<file path="src/rtl/multiple_detector_serial_pkg.sv">
// multiple_detector_serial_pkg: flag indices, state encoding and flag decode shared by the serial detector
package multiple_detector_serial_pkg;
  localparam int FLAG_X2 = 0;
  localparam int FLAG_X3 = 1;
  localparam int FLAG_X4 = 2;
  localparam int FLAG_X5 = 3;
  localparam int FLAG_X30 = 4;
  localparam logic [1:0] ST_IDLE = 2'd0;
  localparam logic [1:0] ST_SHIFT = 2'd1;
  localparam logic [1:0] ST_DONE = 2'd2;
  typedef enum logic [1:0] {IDLE = ST_IDLE, SHIFT = ST_SHIFT, DONE = ST_DONE} state_e;
  // Zero has no shifted-in one bit, so nz masks every flag off to match the legacy table.
  function automatic logic [4:0] flags_of(input logic [1:0] l2, input logic nz, input logic r3z, input logic r5z);
    logic [4:0] f;
    f[FLAG_X2] = ~l2[0];
    f[FLAG_X3] = r3z;
    f[FLAG_X4] = ~|l2;
    f[FLAG_X5] = r5z;
    f[FLAG_X30] = ~l2[0] & r3z & r5z;
    return f & {5{nz}};
  endfunction
endpackage

</file>
<file path="src/rtl/multiple_detector_serial_if.sv">
// multiple_detector_serial_if: valid/ready word input and flag/value result channel
interface multiple_detector_serial_if #(parameter int WIDTH = 8);
  logic in_valid;
  logic in_ready;
  logic [WIDTH-1:0] in_data;
  logic out_valid;
  logic out_ready;
  logic [4:0] out_flags;
  logic [WIDTH-1:0] out_value;
  modport master(output in_valid, in_data, out_ready, input in_ready, out_valid, out_flags, out_value);
  modport slave(input in_valid, in_data, out_ready, output in_ready, out_valid, out_flags, out_value);
endinterface

</file>
<file path="src/rtl/multiple_detector_serial_residue.sv">
// residue_step: MSB-first serial mod-M accumulator, exposes the residue after the current bit
module residue_step #(
  parameter int M = 3,
  localparam int RW = $clog2(M)
) (
  input logic clk,
  input logic rst,
  input logic clr_i,
  input logic en_i,
  input logic b_i,
  output logic [RW-1:0] r_next_o
);
  logic [RW-1:0] r_q;
  logic [RW:0] sum;
  logic [RW:0] dif;
  assign sum = {r_q, b_i};
  assign dif = sum - (RW+1)'(M);
  // 2r+b < 2M, so a single conditional subtract keeps the residue in 0..M-1
  always_comb r_next_o = clr_i ? '0 : !en_i ? r_q : (sum >= (RW+1)'(M)) ? dif[RW-1:0] : sum[RW-1:0];
  always_ff @(posedge clk) begin
    if (rst) r_q <= '0;
    else r_q <= r_next_o;
  end
endmodule

</file>
<file path="src/rtl/multiple_detector_serial.sv">
// multiple_detector_serial: serial MSB-first multiple-of-2/3/4/5/30 detector with valid/ready and hit counter
module multiple_detector_serial
  import multiple_detector_serial_pkg::*;
#(
  parameter int WIDTH = 8,
  parameter int CNT_W = 8
) (
  input logic clk,
  input logic rst,
  multiple_detector_serial_if.slave bus,
  output logic [CNT_W-1:0] hit30_count_o
);
  localparam int CW = $clog2(WIDTH);
  state_e state_q, state_d;
  logic [WIDTH-1:0] sh_q, sh_d, val_q, val_d;
  logic [CW-1:0] cnt_q, cnt_d;
  logic [1:0] lsb2_q, lsb2_d;
  logic nz_q, nz_d;
  logic [4:0] flags_q, flags_d;
  logic [CNT_W-1:0] hit_q, hit_d;
  logic clr, en, b;
  logic [1:0] r3_n;
  logic [2:0] r5_n;
  assign b = sh_q[WIDTH-1];
  residue_step #(.M(3)) u_r3 (.clk(clk), .rst(rst), .clr_i(clr), .en_i(en), .b_i(b), .r_next_o(r3_n));
  residue_step #(.M(5)) u_r5 (.clk(clk), .rst(rst), .clr_i(clr), .en_i(en), .b_i(b), .r_next_o(r5_n));
  always_comb begin
    state_d = state_q;
    sh_d = sh_q;
    val_d = val_q;
    cnt_d = cnt_q;
    lsb2_d = lsb2_q;
    nz_d = nz_q;
    flags_d = flags_q;
    hit_d = hit_q;
    clr = 1'b0;
    en = 1'b0;
    case (state_q)
      IDLE: if (bus.in_valid) begin
        state_d = SHIFT;
        sh_d = bus.in_data;
        val_d = bus.in_data;
        cnt_d = CW'(WIDTH - 1);
        lsb2_d = '0;
        nz_d = 1'b0;
        clr = 1'b1;
      end
      SHIFT: begin
        en = 1'b1;
        sh_d = sh_q << 1;
        lsb2_d = {lsb2_q[0], b};
        nz_d = nz_q | b;
        cnt_d = cnt_q - 1'b1;
        // Flags latch from the post-shift values so DONE presents them immediately
        if (cnt_q == '0) begin
          state_d = DONE;
          flags_d = flags_of(lsb2_d, nz_d, r3_n == '0, r5_n == '0);
        end
      end
      DONE: if (bus.out_ready) begin
        state_d = IDLE;
        hit_d = hit_q + CNT_W'(flags_q[FLAG_X30] & ~&hit_q);
      end
      default: state_d = IDLE;
    endcase
  end
  always_ff @(posedge clk) begin
    if (rst) begin
      state_q <= IDLE;
      sh_q <= '0;
      val_q <= '0;
      cnt_q <= '0;
      lsb2_q <= '0;
      nz_q <= 1'b0;
      flags_q <= '0;
      hit_q <= '0;
    end else begin
      state_q <= state_d;
      sh_q <= sh_d;
      val_q <= val_d;
      cnt_q <= cnt_d;
      lsb2_q <= lsb2_d;
      nz_q <= nz_d;
      flags_q <= flags_d;
      hit_q <= hit_d;
    end
  end
  assign bus.in_ready = state_q == IDLE;
  assign bus.out_valid = state_q == DONE;
  assign bus.out_flags = flags_q;
  assign bus.out_value = val_q;
  assign hit30_count_o = hit_q;
endmodule

</file>
<file path="src/flat_wrapper.sv">
// flat-port wrapper written by rule: the top's interface ports become plain ports
module multiple_detector_serial_flat import multiple_detector_serial_pkg::*;
#(
  parameter int WIDTH = 8,
  parameter int CNT_W = 8
)
  (clk, rst, hit30_count_o, bus_in_valid, bus_in_data, bus_out_ready, bus_in_ready, bus_out_valid, bus_out_flags, bus_out_value);
  multiple_detector_serial_if #(.WIDTH(WIDTH)) bus_i ();
  input logic clk;
  input logic rst;
  output logic [CNT_W-1:0] hit30_count_o;
  input wire logic [$bits(bus_i.in_valid)-1:0] bus_in_valid;
  input wire logic [$bits(bus_i.in_data)-1:0] bus_in_data;
  input wire logic [$bits(bus_i.out_ready)-1:0] bus_out_ready;
  output wire logic [$bits(bus_i.in_ready)-1:0] bus_in_ready;
  output wire logic [$bits(bus_i.out_valid)-1:0] bus_out_valid;
  output wire logic [$bits(bus_i.out_flags)-1:0] bus_out_flags;
  output wire logic [$bits(bus_i.out_value)-1:0] bus_out_value;
  assign bus_i.in_valid = bus_in_valid;
  assign bus_i.in_data = bus_in_data;
  assign bus_i.out_ready = bus_out_ready;
  assign bus_in_ready = bus_i.in_ready;
  assign bus_out_valid = bus_i.out_valid;
  assign bus_out_flags = bus_i.out_flags;
  assign bus_out_value = bus_i.out_value;
  multiple_detector_serial #(.WIDTH(WIDTH), .CNT_W(CNT_W)) u_core (.clk(clk), .rst(rst), .bus(bus_i), .hit30_count_o(hit30_count_o));
endmodule
</file>
<file path="config.mk">
export PLATFORM = sky130hd
export DESIGN_NAME = multiple_detector_serial_flat
export DESIGN_NICKNAME = d
export VERILOG_FILES = /design/src/rtl/multiple_detector_serial_pkg.sv /design/src/rtl/multiple_detector_serial_if.sv /design/src/rtl/multiple_detector_serial_residue.sv /design/src/rtl/multiple_detector_serial.sv /design/src/flat_wrapper.sv
export SDC_FILE = /design/constraint.sdc
export NUM_CORES = 1
export LEC_CHECK = 0
export BUFFER_PORTS_ARGS = -buffer_cell sky130_fd_sc_hd__buf_2
export CAP_MARGIN = 20
export CORE_UTILIZATION = 30
export DETAILED_ROUTE_END_ITERATION = 10
export GPL_ROUTABILITY_DRIVEN = 1
export HOLD_SLACK_MARGIN = 0.1
export PLACE_DENSITY_LB_ADDON = 0.12
export SETUP_SLACK_MARGIN = 0.05
export SLEW_MARGIN = 40
export SYNTH_ARGS = -nofsm -noshare
export SYNTH_HDL_FRONTEND = slang
export SYNTH_SLANG_ARGS = --single-unit
</file>
<file path="constraint.sdc">
create_clock -name clk -period 1.97 [get_ports clk]
set_clock_uncertainty 0.05 [all_clocks]
set_input_delay 0.0985 -clock clk [delete_from_list [all_inputs] [get_ports clk]]
set_output_delay 0.0985 -clock clk [all_outputs]
set_load 0.01 [all_outputs]
</file>
# ---- Word-level counts from Yosys, hierarchy flattened
# Cells that the tools add are included.
dict set report word_totals {
  regBits 41
  inputBits 12
  out_inout_bits 23
  wordCells 62
}
dict set report op_classes {
  n_addsub 4
  order_cmp 2
  eq_ne 5
  mux 21
  bitwise_logic 6
  n_reduce_logical 14
}
# cell n
set op_table {}
lappend op_table {{case mux 8 bit (2 select lines)} 1}
lappend op_table {{2-to-1 mux 2 bit} 6}
lappend op_table {{2-to-1 mux 3 bit} 4}
lappend op_table {{adder 8 bit} 1}
lappend op_table {{2-to-1 mux 8 bit} 1}
lappend op_table {{AND reduction 2 bit} 4}
lappend op_table {{AND reduction 8 bit} 1}
lappend op_table {{zero test 3 bit} 2}
lappend op_table {{case mux 2 bit (3 select lines)} 1}
lappend op_table {{case mux 3 bit (2 select lines)} 1}
lappend op_table {{bitwise AND 5 bit} 1}
lappend op_table {{2-to-1 mux 1 bit} 5}
lappend op_table {{>= comparator 4 x 3 -> 1 bit, second input constant} 1}
lappend op_table {{zero test 2 bit} 2}
lappend op_table {{inequality test 2 bit, second input constant} 2}
lappend op_table {{case mux 1 bit (2 select lines)} 2}
lappend op_table {{bitwise AND 1 bit} 3}
lappend op_table {{>= comparator 3 x 2 -> 1 bit, second input constant} 1}
lappend op_table {{AND reduction 3 bit} 1}
lappend op_table {{subtractor 3 x 1 -> 3 bit, second input constant} 1}
lappend op_table {{subtractor 3 bit, second input constant} 1}
lappend op_table {{equality test 2 x 1 -> 1 bit, second input constant} 1}
lappend op_table {{equality test 2 bit, second input constant} 1}
lappend op_table {{zero test 1 bit} 2}
lappend op_table {{6 further kinds} 6}

# ---- Logic depth before layout (Yosys ltp)
# Gate-level depths: netlist of the first run.
dict set report depth {
  depth_word 8
  mapped_depth 8
  ltp_nobuf 8
}

# ---- Hierarchy
# A second synthesis of the first run with hierarchy kept.
dict set report hier_totals {
  cells_unflattened 217
  hier_area_um2 1851.8
}
# mod n_inst cells_each area_each_um2 seq_area_each_um2
set by_module_without_submodules {}
lappend by_module_without_submodules {multiple_detector_serial 1 172 1490.2 720.7}
lappend by_module_without_submodules {{residue_step (u_core.u_r5)} 1 29 224.0 60.1}
lappend by_module_without_submodules {{residue_step (u_core.u_r3)} 1 16 137.6 40.0}

# ---- Least setup slack after synthesis of the first run
# OpenSTA, ideal clock, no wires.
dict set report synth_path {
  kind {reg2reg}
  from {register u_core.sh_q[7]}
  to {register u_core.flags_q[4] (netlist: u_core.bus.out_flags[4])}
  setup_time_ns 0.117
  t_arrival_ns 1.666
  t_required_ns 1.803
  slack_ns 0.137
  path_stages_with_launch 9
  path_buffers 1
  period_less_slack_ns 1.833
  cell_sequence {dfxtp_1 -> buf_2 -> inv_1 -> ha_1 -> nand2b_1 -> a21oi_1 -> and3_1 -> nor4_4 -> a32o_2}
}
dict set report synth_between {
  elab_chain_len 8
  word_cells_on_any_way 17
  cone_classes {add/sub: 2; order compare: 2; mux: 6; bitwise: 5; reduce/logical: 2}
}
# item line_no
set synth_lines {}
lappend synth_lines {{from (decl)} multiple_detector_serial.sv:15} ;# logic [WIDTH-1:0] sh_q, sh_d, val_q, val_d;
lappend synth_lines {{from (signal assigned)} multiple_detector_serial.sv:70} ;# sh_q <= '0;
lappend synth_lines {{from (signal assigned)} multiple_detector_serial.sv:79} ;# sh_q <= sh_d;
lappend synth_lines {{>= comparator 3 x 2 -> 1 bit / subtractor 2 bit (equally long branches)} {multiple_detector_serial_residue.sv:19, multiple_detector_serial_residue.sv:17}}
lappend synth_lines {{2-to-1 mux 2 bit (3 in a row)} multiple_detector_serial_residue.sv:19} ;# always_comb r_next_o = clr_i ? '0 : !en_i ? r_q : (sum >= (RW+1)'(M)) ? dif[RW-1:0] : sum[RW-1:0];
lappend synth_lines {{zero test 2 bit} multiple_detector_serial.sv:57} ;# flags_d = flags_of(lsb2_d, nz_d, r3_n == '0, r5_n == '0);
lappend synth_lines {{bitwise AND 1 bit (2 in a row)} multiple_detector_serial_pkg.sv:19} ;# f[FLAG_X30] = ~l2[0] & r3z & r5z;
lappend synth_lines {{bitwise AND 5 bit (*)} multiple_detector_serial_pkg.sv:20} ;# return f & {5{nz}};
lappend synth_lines {{to (signal assigned)} multiple_detector_serial.sv:84} ;# flags_q <= flags_d;
lappend synth_lines {{to (decl)} multiple_detector_serial.sv:19} ;# logic [4:0] flags_q, flags_d;
# Every way passes the cells marked *; elsewhere a longest branch is shown, timed or not.
# A chain may end at the register's enable or synchronous reset.

# ---- Worst setup path after layout of the first run
# Same ends and word-level chain as after synthesis.

==> results of run 1 <==
timing repair:
action | CTS | global route
hold buffers | 9 | 0
endpoints found under the hold margin | 17 | 0
setup endpoints to repair | 0 | 3
resized for setup | 0 | 3
area by class of cell:
class / count / area (um^2) / area share
clock buffer: 7 / 86.3 / 0.0380
clock inverter: 1 / 30.0 / 0.0132
inverter: 5 / 18.8 / 0.00826
multi-input combinational: 152 / 903 / 0.398
sequential: 41 / 823 / 0.362
tap: 72 / 90.1 / 0.0396
timing repair buffer: 51 / 320 / 0.141
routing by layer:
layer	track usage	vias up	part of all wire
li1	-	813	-
met1	0.171	682	0.49
met2	0.227	28	0.46
met3	0.0368	2	0.040
met4	0.0436	0	0.0060
met5	0	-	0
logic make-up (layout without fill, tap and decap cells):
group                      after synthesis  in the layout
xor gates and xnor gates                 6              6
and+or+nand+nor                         89             89
muxes                                    3              3
DFF                                     41             41
AOI/OAI and AO/OA                       47             47
adders and majority gates                7              7
buffers and inverters                   16             64
state kept, by name (all words and copies together) (netlist names):
name / count
u_core.bus.out_value: 8
u_core.hit30_count_o: 8
u_core.sh_q: 8
u_core.bus.out_flags: 5
u_core.cnt_q: 3
u_core.u_r5.r_q: 3
u_core.state_q: 2
u_core.u_r3.r_q: 2
u_core.lsb2_q: 1
u_core.nz_q: 1
power by group through the flow:
stage	combinational [W]	clock, W	sequential [W]
after floorplan	0.000202	0	0.000928
after global placement	0.000296	0	0.000926
after CTS	0.000308	0.000724	0.000908
after global routing	0.000346	0.000751	0.000915
final	0.000305	0.000692	0.000908
after detailed placement	0.000293	0	0.000927
final timing paths:
check / endpoint / slack (ns)
setup / recovery: u_core.bus.out_flags[4] / 0.17
hold / removal: u_core.hit30_count_o[2] / 0.16
setup reg to reg: u_core.bus.out_flags[4] / 0.17
hold reg to reg: u_core.bus.out_value[1] / 0.41
metrics by stage:
stage / std cells / cell area [um^2] / total power, W / util / setup WS, ns
final: 329 / 2270 / 0.00191 / 0.403 / 0.167
after global routing: 329 / 2270 / 0.00201 / 0.403 / 0.0496
after CTS: 329 / 2260 / 0.00194 / 0.401 / 0.0972
after detailed placement: 312 / 2060 / 0.00122 / 0.365 / 0.108
after global placement: 312 / 2060 / 0.00122 / 0.365 / 0.145
after floorplan: 209 / 1790 / 0.00113 / - / 0.137
placed cells by master, fill, tap and decap left out, drive strengths merged, types with 2 or more instances in the layout:
master and n:
nand2 44, buf 42, dfxtp 41, a21oi 24
nor2 18, dlygate4sd3 9, a31oi 8, ha 7
clkbuf 7, inv 5, nand4 4, xor2 4
or3 4, o21ai 4, mux2i 3, nand2b 3
nor3 3, a211oi 2, and3 2, nor3b 2
xnor2 2, nand3 2
==> results.cfg, run 1 <==
[worst_setup_path]
critPathTopFamily = compound AO/OA/AOI/OAI gates
worstSetupPathDepth = 7
arrival_ns = 1.93
crit_chain = inv_1 -> ha_1 -> nand2b_1 -> a21oi_2 -> and3_1 -> nor4_4 -> a32o_2
slowest_stage = dfxtp_1
startpoint_type = register
worst-r2r-cell-count = 7
r2r_start = u_core.sh_q[7]
critPathMaxFanout = 7
crit_path_end_kind = register
cpPeakStageDelay_ns = 0.39
cp_num_buf_inv = 1
required_ns = 2.10
worstSetupPathType = register to register
crit_path_start = u_core.sh_q[7]

[timing]
worst-slew-pin-transition_ns = 0.511
hold_violations = 0
rsz0062_at_grt = false
holdWs_ns = 0.160
min_period_ns = 1.80
slew_viol_final = 0
slew_headroom = 0.658
final.setup.tns_ns = 0
max_freq_mhz = 555
period_share = 0.915
final-setup-viol-count = 0

[logic_synthesis]
synth_top_family_by_area = simple AND/OR/NAND/NOR gates
ys_types = 44
yosysWarnings = 0
synth-adder-area-share = 0.0490
yosys-top-cells-count = nand2_1, dfxtp_1, a21oi_1
synth_area_um2 = 1790
synth_top_area_share = 0.459
syn_nets = 228
synth_simple_gate_area_frac = 0.249
syn_inst = 209
yosysMostFrequentCell = nand2_1
yosysSeqAreaShare = 0.459
synth_top_area_cell = dfxtp_1
synth_mux_area_frac = 0.0168
synth_edf_count = 0
ys_seq_elements = 41
async_flop_share = 0
synth-xor-area-share = 0.0294
avgSynthCellArea_um2 = 8.55
synth-compound-area-share = 0.157
synth_flop_cell = dfxtp_1
synthTopCellsByArea = dfxtp_1, nand2_1, a21oi_1

[pwr]
p_clk_frac = 0.363
leakage_nw = 0.943
swShare = 0.259
peakVddDrop_uv = 313
p_int_w = 0.00141
p_comb_frac = 0.160
power.density_nw_per_um2 = 838
switchingPower_w = 0.000494
p_seq_frac = 0.477

[die]
dieArea_um2 = 6270
placementRows = 27
ioPinCount = 35
fp.coreArea_um2 = 5640
die_w_um = 79.2
initial_utilization = 0.317
die_h_um = 79.2

[detailed_routing]
drc_errors = 0
first_pass_iters = 4
avgRoutedWirePerCell_um = 12.2
drt_iter0_drc = 54
drt_wl_total_um = 4020
dr_total_vias = 1525
viasPerCell = 4.64
postRouteAntennaNets = 0

[placement]
gp_congestion = 0.819
dp_hpwl_um = 2730
portBuffers = 34

[final_layout]
nNetsFinal = 275
area_delta_synth_final_pct = 27.1
num_antenna_cells = 0
drive_gt1_frac = 0.233
n_fill_cell = 590

[clock_network]
worstSkewPairLatency_ns = 0.28
cts_buffers = 5
root_buffer = clkbuf_8
cts_setup_buffers = 0
clock-sinks = 41
cts_tree = built
clk_pin_slew_ns = 0.08
cts.htree.levels = 2
clk_path_buf_depth = 2

[status]
status = completed

[global_route]
grt_max_degree = 24
grt_overflow_total = 0
antenna_found_initial = 0
grt_pass1_wl_um = 6600
grt_pass1_vias = 1416
grt.total_usage = 0.137

[hold_path]
holdCritPathClass = input pin to register
hold_start = rst
hold_depth = 2

[job]
maxCapViolations = 0
Power figures use the tool's default switching activity.
==> run 2, diff against run 1 <==
--- a/config.mk
+++ b/config.mk
@@ -7,7 +7,8 @@
 export LEC_CHECK = 0
 export BUFFER_PORTS_ARGS = -buffer_cell sky130_fd_sc_hd__buf_2
 export CAP_MARGIN = 20
-export CORE_UTILIZATION = 30
+export CORE_UTILIZATION = 28
+export CTS_CLUSTER_DIAMETER = 150
 export DETAILED_ROUTE_END_ITERATION = 10
 export GPL_ROUTABILITY_DRIVEN = 1
 export HOLD_SLACK_MARGIN = 0.1
==> constraint.sdc (replaced) <==
create_clock -name clk -period 1.97 [get_ports clk]
set_clock_uncertainty 0.05 [all_clocks]
set_input_delay 0.0985 -clock clk [delete_from_list [all_inputs] [get_ports clk]]
set_output_delay 0.0985 -clock clk [all_outputs]
set_load 0.005 [all_outputs]
==> results.cfg, run 2 (same netlist as run 1, synthesis figures left out) <==
[status]
status = completed

[global_route]
grt_pass1_vias = 1445
grt_max_degree = 23
grt_pass1_wl_um = 6820
grt.total_usage = 0.137
grt_overflow_total = 0
antenna_found_initial = 0

[worst_setup_path]
cpPeakStageDelay_ns = 0.35
critPathMaxFanout = 5
critPathTopFamily = compound AO/OA/AOI/OAI gates
r2r_start = u_core.sh_q[7]
startpoint_type = register
arrival_ns = 1.94
worstSetupPathType = register to register
rr_endpoint = u_core.bus.out_flags[4]
required_ns = 2.11
crit_chain = inv_1 -> ha_1 -> nand2b_1 -> a21oi_1 -> and3_1 -> nor4_4 -> a32o_2
ff2ff_setup_slack_ns = 0.17
cp_num_buf_inv = 1
crit_path_end_kind = register
slowest_stage = dfxtp_1
worst-r2r-cell-count = 7

[detailed_routing]
avgRoutedWirePerCell_um = 12.7
viasPerCell = 4.78
postRouteAntennaNets = 0
drt_wl_total_um = 4240
first_pass_iters = 4
drc_errors = 0
dr_total_vias = 1600
drt_iter0_drc = 93

[timing]
setup_ws_ns = 0.168
worst-slew-pin-transition_ns = 0.509
min_period_ns = 1.80
final-setup-viol-count = 0
slew_viol_final = 0
final.setup.tns_ns = 0
hold_violations = 0
rsz0062_at_grt = false
slew_headroom = 0.660
max_freq_mhz = 555
period_share = 0.915

[hold_path]
hold_depth = 2
hold_start = rst
holdCritPathClass = input pin to register
worstHoldEndpoint = u_core.bus.out_value[5]

[final_layout]
drive_gt1_frac = 0.227
design_area_um2 = 2260
num_antenna_cells = 0
n_fill_cell = 649
final_common_cell = nand2_1
nNetsFinal = 278
most-common-layout-cells = nand2_1, dfxtp_1, buf_2, a21oi_1, nor2_1
area_delta_synth_final_pct = 26.5

[die]
ioPinCount = 35
die_h_um = 81.9
placementRows = 28
initial_utilization = 0.297
die_w_um = 81.9
dieArea_um2 = 6710
fp.coreArea_um2 = 6030

[clock_network]
clk_path_buf_depth = 2
clk_pin_slew_ns = 0.09
clock-sinks = 41
cts_setup_buffers = 0
cts_resized = 0
root_buffer = clkbuf_8
cts_tree = built
worstSkewPairLatency_ns = 0.30
cts_buffers = 5
cts.htree.levels = 2

[pwr]
power.density_nw_per_um2 = 785
peakVddDrop_uv = 364
leakage_nw = 0.937

[placement]
gp_congestion = 0.747
dp_slack_ns = 0.175
portBuffers = 34
dpl_cell_area_um2 = 2080
dp_hpwl_um = 2990

[job]
maxCapViolations = 0
[run 2: cell count changes in the layout (fill, tap and decap cells not counted), sizes merged]
| cell | previous run | this run |
|---|---|---|
| buf | 42 | 45 |
| clkinvlp | 0 | 2 |
| bufinv | 1 | 0 |
| clkbuf | 7 | 6 |
[run 2: area by class of cell]
| cell class | instances | area, um^2 | area share |
|---|---|---|---|
| multi-input combinational | 152 | 897 | 0.397 |
| sequential | 41 | 821 | 0.363 |
| timing repair buffer | 54 | 343 | 0.152 |
| tap | 75 | 93.8 | 0.0415 |
| clock buffer | 6 | 72.6 | 0.0321 |
| inverter | 5 | 18.8 | 0.00830 |
| clock inverter | 2 | 15.0 | 0.00664 |
[run 2: routing by layer]
layer  part of all wire  track usage
met4              0.019       0.0614
met1               0.52        0.186
met2               0.43        0.202
met5                  0            0
met3              0.036       0.0333
[run 2: worst max-delay path by stage]
stage	cells after the start	to	start	slack (ns)
after detailed placement	7	u_core.bus.out_flags[4]	u_core.sh_q[7]	0.18
after global routing	8	u_core.hit30_count_o[6]	u_core.hit30_count_o[5]	0.06
after global placement	8	u_core.hit30_count_o[6]	u_core.hit30_count_o[5]	0.21
final	7	u_core.bus.out_flags[4]	u_core.sh_q[7]	0.17
after floorplan	8	u_core.bus.out_flags[4]	u_core.sh_q[7]	0.14
after CTS	7	u_core.bus.out_flags[4]	u_core.sh_q[7]	0.17
[run 2: metrics by stage]
stage                     hold slack (ns)  cells  power [W]  utilization
after floorplan                     0.207    209    0.00112            -
after global placement              0.326    318    0.00123        0.346
after detailed placement            0.333    318    0.00123        0.346
after CTS                           0.149    335    0.00180        0.375
after global routing                0.172    335    0.00187        0.375
final                               0.154    335    0.00177        0.375
[run 2: power breakdown]
| group | internal (W) | switching, W | leakage (nW) |
|---|---|---|---|
| clock | 0.000250 | 0.000305 | 0.0374 |
| sequential | 0.000877 | 0.0000289 | 0.334 |
| combinational | 0.000128 | 0.000185 | 0.565 |
| total | 0.00125 | 0.000519 | 0.937 |
[run 2: repair_timing]
item / in CTS / in global routing
hold buffers: 9 / 0
endpoints found under the hold margin: 17 / 0
setup endpoints to repair: 0 / 0
==> run 3, diff against run 2 <==
--- a/config.mk
+++ b/config.mk
@@ -5,6 +5,7 @@
 export SDC_FILE = /design/constraint.sdc
 export NUM_CORES = 1
 export LEC_CHECK = 0
+export ABC_AREA = 1
 export BUFFER_PORTS_ARGS = -buffer_cell sky130_fd_sc_hd__buf_2
 export CAP_MARGIN = 20
 export CORE_UTILIZATION = 28
==> results.cfg, run 3 <==
[logic_synthesis]
async_flop_share = 0
ys_types = 26
yosysMostFrequentCell = nand2_1
synth-xor-area-share = 0
synth_area_um2 = 1760
synth_flop_cell = dfxtp_1
synth_top_family_by_area = simple AND/OR/NAND/NOR gates
synth_edf_count = 0
synthTopCellsByArea = dfxtp_1, nand2_1, a21oi_1
synth_top_area_share = 0.466
synth-adder-area-share = 0.0497
synth_mux_area_frac = 0
synth_top_area_cell = dfxtp_1
synth_simple_gate_area_frac = 0.269
avgSynthCellArea_um2 = 7.44
yosys-top-cells-count = nand2_1, dfxtp_1, a21oi_1
yosysWarnings = 0
synth-compound-area-share = 0.151
ys_seq_elements = 41
syn_inst = 237
yosysSeqAreaShare = 0.466
syn_nets = 256

[global_route]
grt_overflow_total = 0
grt_max_degree = 24
grt_pass1_vias = 1471
antenna_found_initial = 0
grt_pass1_wl_um = 6630
grt.total_usage = 0.131

[die]
placementRows = 28
die_h_um = 81.4
fp.coreArea_um2 = 5990
dieArea_um2 = 6620
die_w_um = 81.4
initial_utilization = 0.294
ioPinCount = 35

[clock_network]
root_buffer = clkbuf_8
cts_tree = built
worstSkewPairLatency_ns = 0.29
cts_buffers = 5
cts.htree.levels = 2
cts_setup_buffers = 0
clk_pin_slew_ns = 0.08
clk_path_buf_depth = 2
clock-sinks = 41

[final_layout]
regArea_um2 = 823
n_fill_cell = 659
area_delta_synth_final_pct = 29.3
drive_gt1_frac = 0.213
most-common-layout-cells = nand2_1, dfxtp_1, buf_2, a21oi_1, inv_1
multi_input_area_um2 = 840
nNetsFinal = 305
num_antenna_cells = 0
final_common_cell = nand2_1

[worst_setup_path]
worstSetupPathType = register to register
ff2ff_setup_slack_ns = 0.14
cpPeakStageDelay_ns = 0.35
critPathTopFamily = simple AND/OR/NAND/NOR gates
crit_path_end_kind = register
required_ns = 2.08
critPathMaxFanout = 4
cp_num_buf_inv = 1
arrival_ns = 1.94
worstSetupPathDepth = 10
crit_chain = inv_1 -> nor3_2 -> nand2_1 -> o21a_1 -> ha_1 -> ha_1 -> nand2_1 -> nor2_1 -> a21oi_1 -> a211oi_1
slowest_stage = dfxtp_2
startpoint_type = register
worst-r2r-cell-count = 10

[pwr]
leakage_nw = 1.00
peakVddDrop_uv = 382
power.density_nw_per_um2 = 852

[job]
maxCapViolations = 0

[timing]
hold_violations = 0
worst-slew-pin-transition_ns = 0.468
period_share = 0.928
rsz0062_at_grt = true
slew_headroom = 0.688
setup_ws_ns = 0.142
min_period_ns = 1.83
max_freq_mhz = 547
final.setup.tns_ns = 0
final-setup-viol-count = 0
slew_viol_final = 0

[detailed_routing]
wl_met3_um = 177
avgRoutedWirePerCell_um = 11.2
wl_met1_um = 2140
drt_wl_total_um = 4040
drt_iter0_drc = 32
top_layer = met4
dr_total_vias = 1624
first_pass_iters = 4
drc_errors = 0
postRouteAntennaNets = 0
viasPerCell = 4.49
wl_met2_um = 1700

[hold_path]
hold_depth = 3
holdCritPathClass = input pin to register

[placement]
dp_slack_ns = 0.0783
dp_hpwl_um = 2820
portBuffers = 34
gp_congestion = 0.806

[status]
status = completed
## run 3: worst min-delay path, stage by stage
cell and delay, ns:
buf_2 0.11, nand2_2 0.17, a21oi_1 0.09
## run 3: logic make-up after synthesis
kind of cell,count (synthesis)
buffers and inverters,29
AND/OR/NAND/NOR,112
flip-flops,41
adder cells (fa/ha/maj),7
AO/OA/AOI/OAI,48
## run 3: final timing paths
path | start | to
setup reg to reg | u_core.hit30_count_o[2] | u_core.hit30_count_o[4]
setup / recovery | u_core.hit30_count_o[2] | u_core.hit30_count_o[4]
hold reg to reg | u_core.bus.out_flags[0] | u_core.bus.out_flags[0]
hold / removal | bus_in_valid | u_core.state_q[0]
## run 3: report_power, final
part,switching (W),total (W),internal (W)
Combinational,0.000155,0.000253,0.0000974
Sequential,0.0000235,0.000895,0.000871
Clock,0.000292,0.000796,0.000504
## run 3: what timing repair did
item	4_1_cts	5_1_grt
endpoints found under the setup margin	0	4
resized for setup	0	4
hold buffers	9	0
endpoints found under the hold margin	17	0
## run 3: cell type report
class,count,share of cell area
inverter,22,0.0368
tap,75,0.0412
clock inverter,3,0.0285
clock buffer,5,0.0302
multi-input combinational,167,0.368
sequential,41,0.361
timing repair buffer,49,0.134
## run 3: layer usage
metal / GRT usage / up-vias
met1: 0.178 / 717
met4: 0.0375 / 0
met2: 0.203 / 32
li1: - / 873
met5: 0 / -
met3: 0.0303 / 2
## run 3: metrics by stage
| stage | util | std cells | hold slack (ns) | power, W | instance area, um^2 |
|---|---|---|---|---|---|
| 3_5_place_dp | 0.341 | 345 | 0.334 | 0.00116 | 2040 |
| 6_report | 0.381 | 362 | 0.187 | 0.00194 | 2280 |
| 5_1_grt | 0.381 | 362 | 0.212 | 0.00205 | 2280 |
| 2_1_floorplan | - | 237 | 0.214 | 0.00107 | 1760 |
| 4_1_cts | 0.378 | 362 | 0.203 | 0.00198 | 2270 |
| 3_3_place_gp | 0.341 | 345 | 0.336 | 0.00116 | 2040 |
